--- src/rtl/edge_evt_pkg.sv ---
// Shared types and helpers for the edge-event arbiter.
// Latency: none (types and pure functions only).
// Backpressure: not applicable.
package edge_evt_pkg;

  typedef enum logic {
    IDLE  = 1'b0,
    OFFER = 1'b1
  } state_t;

  // Widest request vector the round-robin search understands.
  localparam int RR_MAX = 16;

  // Channel index width; a single channel still needs one bit of index.
  function automatic int clog2_min1(input int n);
    int w;
    w = $clog2(n);
    return (w < 1) ? 1 : w;
  endfunction

  // First set bit of req at or after ptr, searching upward and wrapping modulo n.
  // The descending loop lets the closest candidate to ptr overwrite farther ones.
  // Returns ptr when req is empty; callers qualify with |req.
  function automatic int rr_find(input logic [RR_MAX-1:0] req, input int ptr, input int n);
    int idx;
    int sel;
    sel = ptr;
    for (int k = RR_MAX - 1; k >= 0; k--) begin
      if (k < n) begin
        idx = ptr + k;
        if (idx >= n) idx = idx - n;
        if (req[4'(idx)]) sel = idx;
      end
    end
    return sel;
  endfunction

endpackage

--- src/rtl/edge_evt_chan.sv ---
// One channel: edge detector, rise/fall pending flags and a sticky overflow flag.
// Latency: an edge sampled at posedge k shows on o_pend_* right after k.
// Backpressure: none; an edge that lands on an already-pending flag merges and sets o_ovf.
module edge_evt_chan (
  input  logic i_clk,
  input  logic i_rst,
  input  logic i_sig,
  input  logic i_rise_en,
  input  logic i_fall_en,
  input  logic i_grant_clr,
  input  logic i_ovf_clr,
  output logic o_pend_rise,
  output logic o_pend_fall,
  output logic o_ovf
);

  logic r_sig_d;
  logic r_pend_rise;
  logic r_pend_fall;
  logic r_ovf;
  logic w_rise_det;
  logic w_fall_det;
  logic w_ovf_set;

  assign w_rise_det = i_sig & ~r_sig_d & i_rise_en;
  assign w_fall_det = ~i_sig & r_sig_d & i_fall_en;

  // A flag that is being granted away this cycle leaves room for the new edge, so no overflow then.
  assign w_ovf_set = ~i_grant_clr & ((w_rise_det & r_pend_rise) | (w_fall_det & r_pend_fall));

  // Delay line, pending flags (new edge beats grant clear) and sticky overflow (set beats clear).
  always_ff @(posedge i_clk or posedge i_rst) begin
    if (i_rst) begin
      r_sig_d     <= 1'b0;
      r_pend_rise <= 1'b0;
      r_pend_fall <= 1'b0;
      r_ovf       <= 1'b0;
    end else begin
      r_sig_d     <= i_sig;
      r_pend_rise <= w_rise_det | (r_pend_rise & ~i_grant_clr);
      r_pend_fall <= w_fall_det | (r_pend_fall & ~i_grant_clr);
      r_ovf       <= w_ovf_set | (r_ovf & ~i_ovf_clr);
    end
  end

  assign o_pend_rise = r_pend_rise;
  assign o_pend_fall = r_pend_fall;
  assign o_ovf       = r_ovf;

endmodule

--- src/rtl/edge_event_arbiter.sv ---
// Collects per-channel edge events and serialises them onto one valid/ready port, round-robin.
// Latency: pending flag at k, grant at k+1, evt_valid high after k+1; at most one event per 2 cycles.
// Backpressure: offer held stable while evt_ready=0; further edges merge into pending flags (ovf on merge).
module edge_event_arbiter
  import edge_evt_pkg::*;
#(
  parameter int NUM_CH = 4,
  localparam int CH_W = clog2_min1(NUM_CH)
) (
  input  logic              clk,
  input  logic              rst,
  input  logic [NUM_CH-1:0] in_sig,
  input  logic [NUM_CH-1:0] rise_en,
  input  logic [NUM_CH-1:0] fall_en,
  output logic              evt_valid,
  input  logic              evt_ready,
  output logic [CH_W-1:0]   evt_ch,
  output logic              evt_rise,
  output logic              evt_fall,
  output logic [NUM_CH-1:0] ovf,
  input  logic [NUM_CH-1:0] ovf_clr
);

  state_t              r_state;
  state_t              w_state_nxt;
  logic [NUM_CH-1:0]   w_pend_rise;
  logic [NUM_CH-1:0]   w_pend_fall;
  logic [NUM_CH-1:0]   w_grant;
  logic [RR_MAX-1:0]   w_req;
  logic [CH_W-1:0]     w_sel;
  logic [CH_W-1:0]     r_rr_ptr;
  logic [CH_W-1:0]     r_evt_ch;
  logic                r_evt_rise;
  logic                r_evt_fall;
  logic                w_load;
  logic                w_accept;

  for (genvar g = 0; g < NUM_CH; g++) begin : g_chan
    edge_evt_chan u_chan (
      .i_clk       (clk),
      .i_rst       (rst),
      .i_sig       (in_sig[g]),
      .i_rise_en   (rise_en[g]),
      .i_fall_en   (fall_en[g]),
      .i_grant_clr (w_grant[g]),
      .i_ovf_clr   (ovf_clr[g]),
      .o_pend_rise (w_pend_rise[g]),
      .o_pend_fall (w_pend_fall[g]),
      .o_ovf       (ovf[g])
    );
  end

  // Request vector widened to the search function's fixed width.
  always_comb begin
    w_req              = '0;
    w_req[NUM_CH-1:0]  = w_pend_rise | w_pend_fall;
  end

  assign w_sel = CH_W'(rr_find(w_req, int'(r_rr_ptr), NUM_CH));

  // State register.
  always_ff @(posedge clk or posedge rst) begin
    if (rst) r_state <= IDLE;
    else     r_state <= w_state_nxt;
  end

  // Next state: grant from IDLE when anything is pending, release OFFER on handshake.
  always_comb begin
    w_state_nxt = r_state;
    w_load      = 1'b0;
    w_accept    = 1'b0;
    w_grant     = '0;
    case (r_state)
      IDLE: begin
        if (|w_req) begin
          w_load         = 1'b1;
          w_grant[w_sel] = 1'b1;
          w_state_nxt    = OFFER;
        end
      end
      OFFER: begin
        if (evt_ready) begin
          w_accept    = 1'b1;
          w_state_nxt = IDLE;
        end
      end
      default: w_state_nxt = IDLE;
    endcase
  end

  // Offer registers load on grant; the pointer moves past the channel once it is accepted.
  always_ff @(posedge clk or posedge rst) begin
    if (rst) begin
      r_evt_ch   <= '0;
      r_evt_rise <= 1'b0;
      r_evt_fall <= 1'b0;
      r_rr_ptr   <= '0;
    end else begin
      if (w_load) begin
        r_evt_ch   <= w_sel;
        r_evt_rise <= w_pend_rise[w_sel];
        r_evt_fall <= w_pend_fall[w_sel];
      end
      if (w_accept) begin
        r_rr_ptr <= (r_evt_ch == CH_W'(NUM_CH - 1)) ? '0 : r_evt_ch + CH_W'(1);
      end
    end
  end

  assign evt_valid = (r_state == OFFER);
  assign evt_ch    = r_evt_ch;
  assign evt_rise  = r_evt_rise;
  assign evt_fall  = r_evt_fall;

endmodule

--- config.mk ---
export PLATFORM = sky130hd
export DESIGN_NAME = edge_event_arbiter
export DESIGN_NICKNAME = d
export VERILOG_FILES = /design/src/rtl/edge_evt_pkg.sv /design/src/rtl/edge_evt_chan.sv /design/src/rtl/edge_event_arbiter.sv
export SDC_FILE = /design/constraint.sdc
export NUM_CORES = 1
export LEC_CHECK = 0
export CORE_MARGIN = 2
export CORE_UTILIZATION = 55
export DETAILED_ROUTE_END_ITERATION = 12
export PLACE_DENSITY = 0.85
export SETUP_SLACK_MARGIN = 0.05
export SLEW_MARGIN = 20
export SYNTH_ARGS = -nofsm -noshare
export SYNTH_HDL_FRONTEND = slang
export SYNTH_HIERARCHICAL = 1
export SYNTH_SLANG_ARGS = --single-unit
export TNS_END_PERCENT = 50
--- constraint.sdc ---
create_clock -name clk -period 5.4 [get_ports clk]
set_input_delay 1.35 -clock clk [delete_from_list [all_inputs] [get_ports clk]]
set_output_delay 1.35 -clock clk [all_outputs]
set_load 0.01 [all_outputs]
* Word-level counts from Yosys, hierarchy flattened *
Index checks and enable logic that the tools add are counted.

word-level totals
  input bits = 19
  RAM bits = 0
  bits in read-only memories = 0
  output and inout port bits = 9
  bits in registers = 23
  memories kept = 0
  bits in latches = 0

operators by class
  reduce and logical (&&, ||, !) cells = 2
  add/subtract/negate cells = 8
  shift-type cells = 0
  mux-type cells = 35
  $lt $le $gt $ge = 10
  eq/ne operators = 1
  bitwise operators = 74
  div/mod/pow operators = 0
  multiply operators = 0

operators by type and width
  operator             number
  $and 1x1->1          40
  $lt 4x6->1 const B   4
  $mux 4               6
  $not 1->1            17
  $bmux 1 s4           4
  $mux 1               16
  $or 1x1->1           16
  $sub 3x3->4 const B  3
  $mux 2               5
  $ge 3x3->1 const B   3
  $add 2x2->3 const B  2
  $bmux 1 s2           2
  $or 4x4->4           1
  $reduce_or 4->1      1
  $sub 2x3->4 const B  1
  $add 2x1->3 const B  1
  $ge 2x3->1 const B   1
  $lt 2x3->1 const B   1
  $add 2x1->2 const B  1
  $demux 1 s2          1
  $eq 2x2->1 const B   1
  $ge 2x1->1 const B   1
  $pmux 1 s2           1
  $logic_and 1x1->1    1

* Longest topological paths before layout *
  depth after elaboration = 19
  depth in mapped cells = 12
  mapped depth without buffers = 11

* By module *
Netlist, hierarchy kept.

by module, submodules not included
  module              area an instance (sq um)  cells an instance  instances
  edge_event_arbiter  907.1                     113                1
  edge_evt_chan       156.4                     14                 4

* Worst setup path after synthesis *
OpenSTA, ideal clock, no wires.

  kind = register -> register
  from = register r_rr_ptr[0]
  to = register g_chan[0].u_chan.r_ovf
  data required time = 5,296 ps
  arrival time = 2,900 ps
  setup time = 104 ps
  slack = 2,396 ps
  cell stages (with the launch flop) = 12
  path through = dfrtp_1 buf_6 inv_1 ha_1 or4_1 o311a_2 a41oi_4 nor3_2 or2_2 and3b_1 or4_1 o311ai_1

between the ends
  word-level cells in the longest chain between the ends = 19

RTL lines
  element                                                                RTL line                   source
  start: declaration                                                     edge_event_arbiter.sv:31   logic [CH_W-1:0] r_rr_ptr;
  start signal: assignment                                               edge_event_arbiter.sv:105  r_rr_ptr <= (r_evt_ch == CH_W'(NUM_CH - 1)) ? '0 : r_evt_ch + CH_W'(1);
  $add 2x2->3                                                            edge_evt_pkg.sv:30         idx = ptr + k;
  $sub 3x3->4 / $ge 3x3->1 (equally long branches)                       edge_evt_pkg.sv:31         if (idx >= n) idx = idx - n;
  $mux 4                                                                 edge_evt_pkg.sv:31
  $bmux 1 s4                                                             edge_evt_pkg.sv:32         if (req[4'(idx)]) sel = idx;
  $mux 1 (implied by the code) (2 in series)                             edge_evt_pkg.sv:32
  $mux 2 (3 in series)                                                   edge_evt_pkg.sv:32
  $mux 2 *                                                               edge_evt_pkg.sv:32
  $lt 2x3->1 (implied by the code) / $ge 2x1->1 (equally long branches)  edge_event_arbiter.sv:77   w_grant[w_sel] = 1'b1;
  $logic_and 1x1->1 (implied by the code)                                edge_event_arbiter.sv:77
  $mux 1 (implied by the code)                                           edge_event_arbiter.sv:77
  $demux 1 s2 *                                                          edge_event_arbiter.sv:77
  $mux 4 *                                                               edge_event_arbiter.sv:75   if (|w_req) begin
  $mux 4 *                                                               edge_event_arbiter.sv:73   case (r_state)
  named net w_grant[0]                                                   edge_event_arbiter.sv:28   logic [NUM_CH-1:0] w_grant;
  $not 1->1 *                                                            edge_evt_chan.sv:29        assign w_ovf_set = ~i_grant_clr & ((w_rise_det & r_pend_rise) | (w_fall_det & r_pend_fall));
  $and 1x1->1 *                                                          edge_evt_chan.sv:29
  $or 1x1->1 *                                                           edge_evt_chan.sv:42        r_ovf <= w_ovf_set | (r_ovf & ~i_ovf_clr);
  end signal: assignment                                                 edge_evt_chan.sv:42
  end: declaration                                                       edge_evt_chan.sv:20        logic r_ovf;

Mark *: on every way through the listed nets, which the timed path passes. The rest lies on a longest branch. The select of a mux whose other input is x is not followed.
A chain may end at the register's enable or synchronous reset.

* Worst setup path in the final report *
  from = register r_rr_ptr[0]
  to = register g_chan[2].u_chan.r_ovf

between the ends
  word-level cells in the longest chain between the ends = 19

RTL lines
  element                                                                RTL line
  $add 2x2->3                                                            edge_evt_pkg.sv:30
  $sub 3x3->4 / $ge 3x3->1 (equally long branches)                       edge_evt_pkg.sv:31
  $mux 4                                                                 edge_evt_pkg.sv:31
  $bmux 1 s4                                                             edge_evt_pkg.sv:32
  $mux 1 (implied by the code) (2 in series)                             edge_evt_pkg.sv:32
  $mux 2 (3 in series)                                                   edge_evt_pkg.sv:32
  $mux 2 *                                                               edge_evt_pkg.sv:32
  $lt 2x3->1 (implied by the code) / $ge 2x1->1 (equally long branches)  edge_event_arbiter.sv:77
  $logic_and 1x1->1 (implied by the code)                                edge_event_arbiter.sv:77
  $mux 1 (implied by the code)                                           edge_event_arbiter.sv:77
  $demux 1 s2 *                                                          edge_event_arbiter.sv:77
  $mux 4 *                                                               edge_event_arbiter.sv:75
  $mux 4 *                                                               edge_event_arbiter.sv:73
  named net w_grant[2]                                                   edge_event_arbiter.sv:28
  $not 1->1 *                                                            edge_evt_chan.sv:29
  $and 1x1->1 *                                                          edge_evt_chan.sv:29
  $or 1x1->1 *                                                           edge_evt_chan.sv:42
  end signal: assignment                                                 edge_evt_chan.sv:42
  end: declaration                                                       edge_evt_chan.sv:20

Marked as above.

==> flow_metrics.env <==
export IMPL_synth_ff_type="dfrtp_1"
export IMPL_postSynthAreaPerCell_sq_um=9.07
export IMPL_power_density_mw_per_mm2=525
export IMPL_worstSetupEndpointType="flip-flop"
export IMPL_async_flop_share_pct=100
export IMPL_cap_violations=0
export IMPL_final_nets=220
export IMPL_globalplace_congestion=0.891
export IMPL_cts_sinks=23
export IMPL_placed_area_sq_mm=0.00179
export IMPL_cp_common_cell="or4_1"
export IMPL_drt_pass1_iter_count=4
export IMPL_drt_antenna_violating_nets=0
export IMPL_fin_area_sq_mm=0.00182
export IMPL_grt_max_degree=22
export IMPL_diodes=0
export IMPL_hold_buffers=0
export IMPL_leakage_nw=0.786
export IMPL_rows=19
export IMPL_drtIter0Drc=57
export IMPL_port_buffers=27
export IMPL_path_max_fanout=21
export IMPL_drc=0
export IMPL_seq_area_sq_um=576
export IMPL_grt_antenna_before_repair=0
export IMPL_cp_data_required_time_ns=5.57
export IMPL_netlist_top_cell_by_area="dfrtp_1"
export IMPL_slew_headroom_pct=59.3
export IMPL_cts_tree="built"
export IMPL_core_area_sq_mm=0.00271
export IMPL_synth_area_sq_mm=0.00153
export IMPL_synth_distinct_cells=46
export IMPL_syn_instance_count=169
export IMPL_peakVddDrop_mv=0.417
export IMPL_wl_per_cell_um=15.1
export IMPL_cp_arrival_ns=3.96
export IMPL_synth_top_cell_area_share_pct=37.6
export IMPL_max_freq_mhz=264
export IMPL_postCtsResizedCells=0
export IMPL_path_class="flip-flop to flip-flop"
export IMPL_path_clk_slew_ns=0.12
export IMPL_critPathLaunchType="flip-flop"
export IMPL_yosys_warnings=6
export IMPL_dp_hpwl_um=2800
export IMPL_yosysSeqAreaShare_pct=37.6
export IMPL_clock_latency_ns=0.31
export IMPL_die_x_um=56.8
export IMPL_period_needed_ns=3.79
export IMPL_rsz0062_at_grt="false"
export IMPL_start_util_pct=56.6
export IMPL_cts_root_buffer="clkbuf_4"
export IMPL_overflow=0
export IMPL_multi_input_area_sq_um=838
export IMPL_finalSetupViolations=0
export IMPL_critPathSlowestCell="dfrtp_1"
export IMPL_hold_path_class="flip-flop to flip-flop"
export IMPL_drive_gt1_share_pct=8.16
export IMPL_period_share_pct=70.1
export IMPL_grt_usage_pct=23.7
export IMPL_numCtsBuffers=3
export IMPL_ys_seq_elements=23
export IMPL_finalHoldViolCount=0
export IMPL_final_max_slew_viol_count=0
export IMPL_tns_ns=0
export IMPL_synth_top_cells_by_area="dfrtp_1 (38%), inv_1 (4.7%), o21ai_0 (3.9%), nand2_1 (3.4%), ha_1 (3.3%)"
export IMPL_synth_nets=192
export IMPL_worst_slew_pin_slew_ns=0.611
export IMPL_fillers=236
export IMPL_status="completed"
export IMPL_slowest_delay_ns=0.75
export IMPL_finalClockSkew_ns=0.00905
export IMPL_h_tree_depth=1
export IMPL_drt_total_wl_um=3430
export IMPL_crit_buf_inv=1
export IMPL_areaGrowthSynthToFinish_pct=18.8
export IMPL_final_cell_mix="clkdlybuf4s50_1 (27), dfrtp_1 (23), inv_1 (19)"
export IMPL_dieArea_sq_mm=0.00323
export IMPL_post_cts_repair_setup_buffers=0
export IMPL_routed_via_density=6.02
export IMPL_synth_edf_count=0
export IMPL_grt_pass1_vias=1455
export IMPL_fp_dieH_um=56.8
export IMPL_crit_family="simple AND/OR/NAND/NOR gates"
export IMPL_mostFrequentLayoutCell="clkdlybuf4s50_1"
export IMPL_crit_chain="inv_1 > ha_1 > or4_1 > o311a_2 > a31oi_1 > a221oi_1 > o31ai_4 > nor2_1 > and2_1 > or4_1 > o311ai_1"
export IMPL_cts_buffer_depth=2
export IMPL_grt_pass1_wl_um=6190
export IMPL_ios=28
export IMPL_via_count=1366
[cell families (layout without fill, tap and decap cells)]
family	after synthesis	count (layout)	synth area share (%)
AO/OA/AOI/OAI	48	48	24.2
adder cells (fa/ha/maj)	4	4	3.27
buffers and inverters	23	50	7.76
flip-flops	23	23	37.6
multiplexers	2	2	2.20
AND/OR/NAND/NOR	69	69	25.1
[synth_stat cells, drive strengths merged, types with 2 or more instances]
master / instances
and4: 2
nand3: 5
o22ai: 4
inv: 19
or4: 6
o21ai: 13
nand2: 15
a21o: 5
a21oi: 4
nand3b: 4
o311ai: 4
or3: 2
a31oi: 2
nand2b: 4
o21a: 2
or2: 5
nor3: 5
dfrtp: 23
nor3b: 3
o31ai: 5
ha: 4
a31o: 2
clkbuf: 2
nor2: 13
[power by group]
group / internal, mW / switching, mW
Combinational: 0.248 / 0.293
Sequential: 0.232 / 0.105
Clock: 0.0288 / 0.0475
Total: 0.509 / 0.445
[area by class of cell]
| class | instances | share of cell area [%] |
|---|---|---|
| multi-input cells | 123 | 46.0 |
| well taps | 31 | 2.13 |
| clock buffers | 4 | 1.44 |
| flip-flops and latches | 23 | 31.6 |
| repair buffers | 27 | 14.8 |
| inverters | 19 | 3.92 |
[state kept, by name, indices dropped and copies added, names as in the netlist]
name	cells
evt_ch	2
evt_fall	1
evt_rise	1
evt_valid	1
g_chan.u_chan/o_ovf	4
g_chan.u_chan/o_pend_fall	4
g_chan.u_chan/o_pend_rise	4
g_chan.u_chan/r_sig_d	4
r_rr_ptr	2
[final timing paths]
kind	start	to	slack, ns	cells past startpoint
min	g_chan[1].u_chan/r_sig_d	g_chan[1].u_chan/o_pend_rise	0.48	1
max reg2reg	r_rr_ptr[0]	g_chan[2].u_chan/o_ovf	1.61	11
min in group asynchronous	rst	g_chan[3].u_chan/r_sig_d	1.35	2
max	r_rr_ptr[0]	g_chan[2].u_chan/o_ovf	1.61	11
min reg2reg	g_chan[1].u_chan/r_sig_d	g_chan[1].u_chan/o_pend_rise	0.48	1
max in group asynchronous	rst	evt_valid	3.78	2
[layer usage]
metal / up-vias / part of all wire, % / GRT usage [%] / wire, um
met5: - / 0 / 0 / 0
met4: 0 / 1.8 / 10.6 / 61
met3: 10 / 5.0 / 2.76 / 173
met2: 43 / 50 / 39.4 / 1710
met1: 643 / 43 / 30.9 / 1490
li1: 670 / - / - / -
[through the flow]
step	hold WS (ns)	setup slack [ns]	cells	util, %	total power [mW]
finish	0.483	1.61	227	67.2	0.955
CTS	0.485	1.68	227	67.2	0.951
floorplan	0.437	2.40	169	-	0.725
detailed placement	0.468	1.72	223	66.2	0.873
global route	0.504	1.34	227	67.2	1.04
global placement	0.451	1.90	223	66.2	0.850
[worst reg2reg max path: stages (launching register included)]
cell      delay, ns
dfrtp_1        0.75
inv_1          0.29
ha_1           0.43
or4_1          0.42
o311a_2        0.16
a31oi_1        0.21
a221oi_1       0.11
o31ai_4        0.35
nor2_1         0.11
and2_1         0.20
or4_1          0.50
o311ai_1       0.12
(Power assumes the default switching activity.)
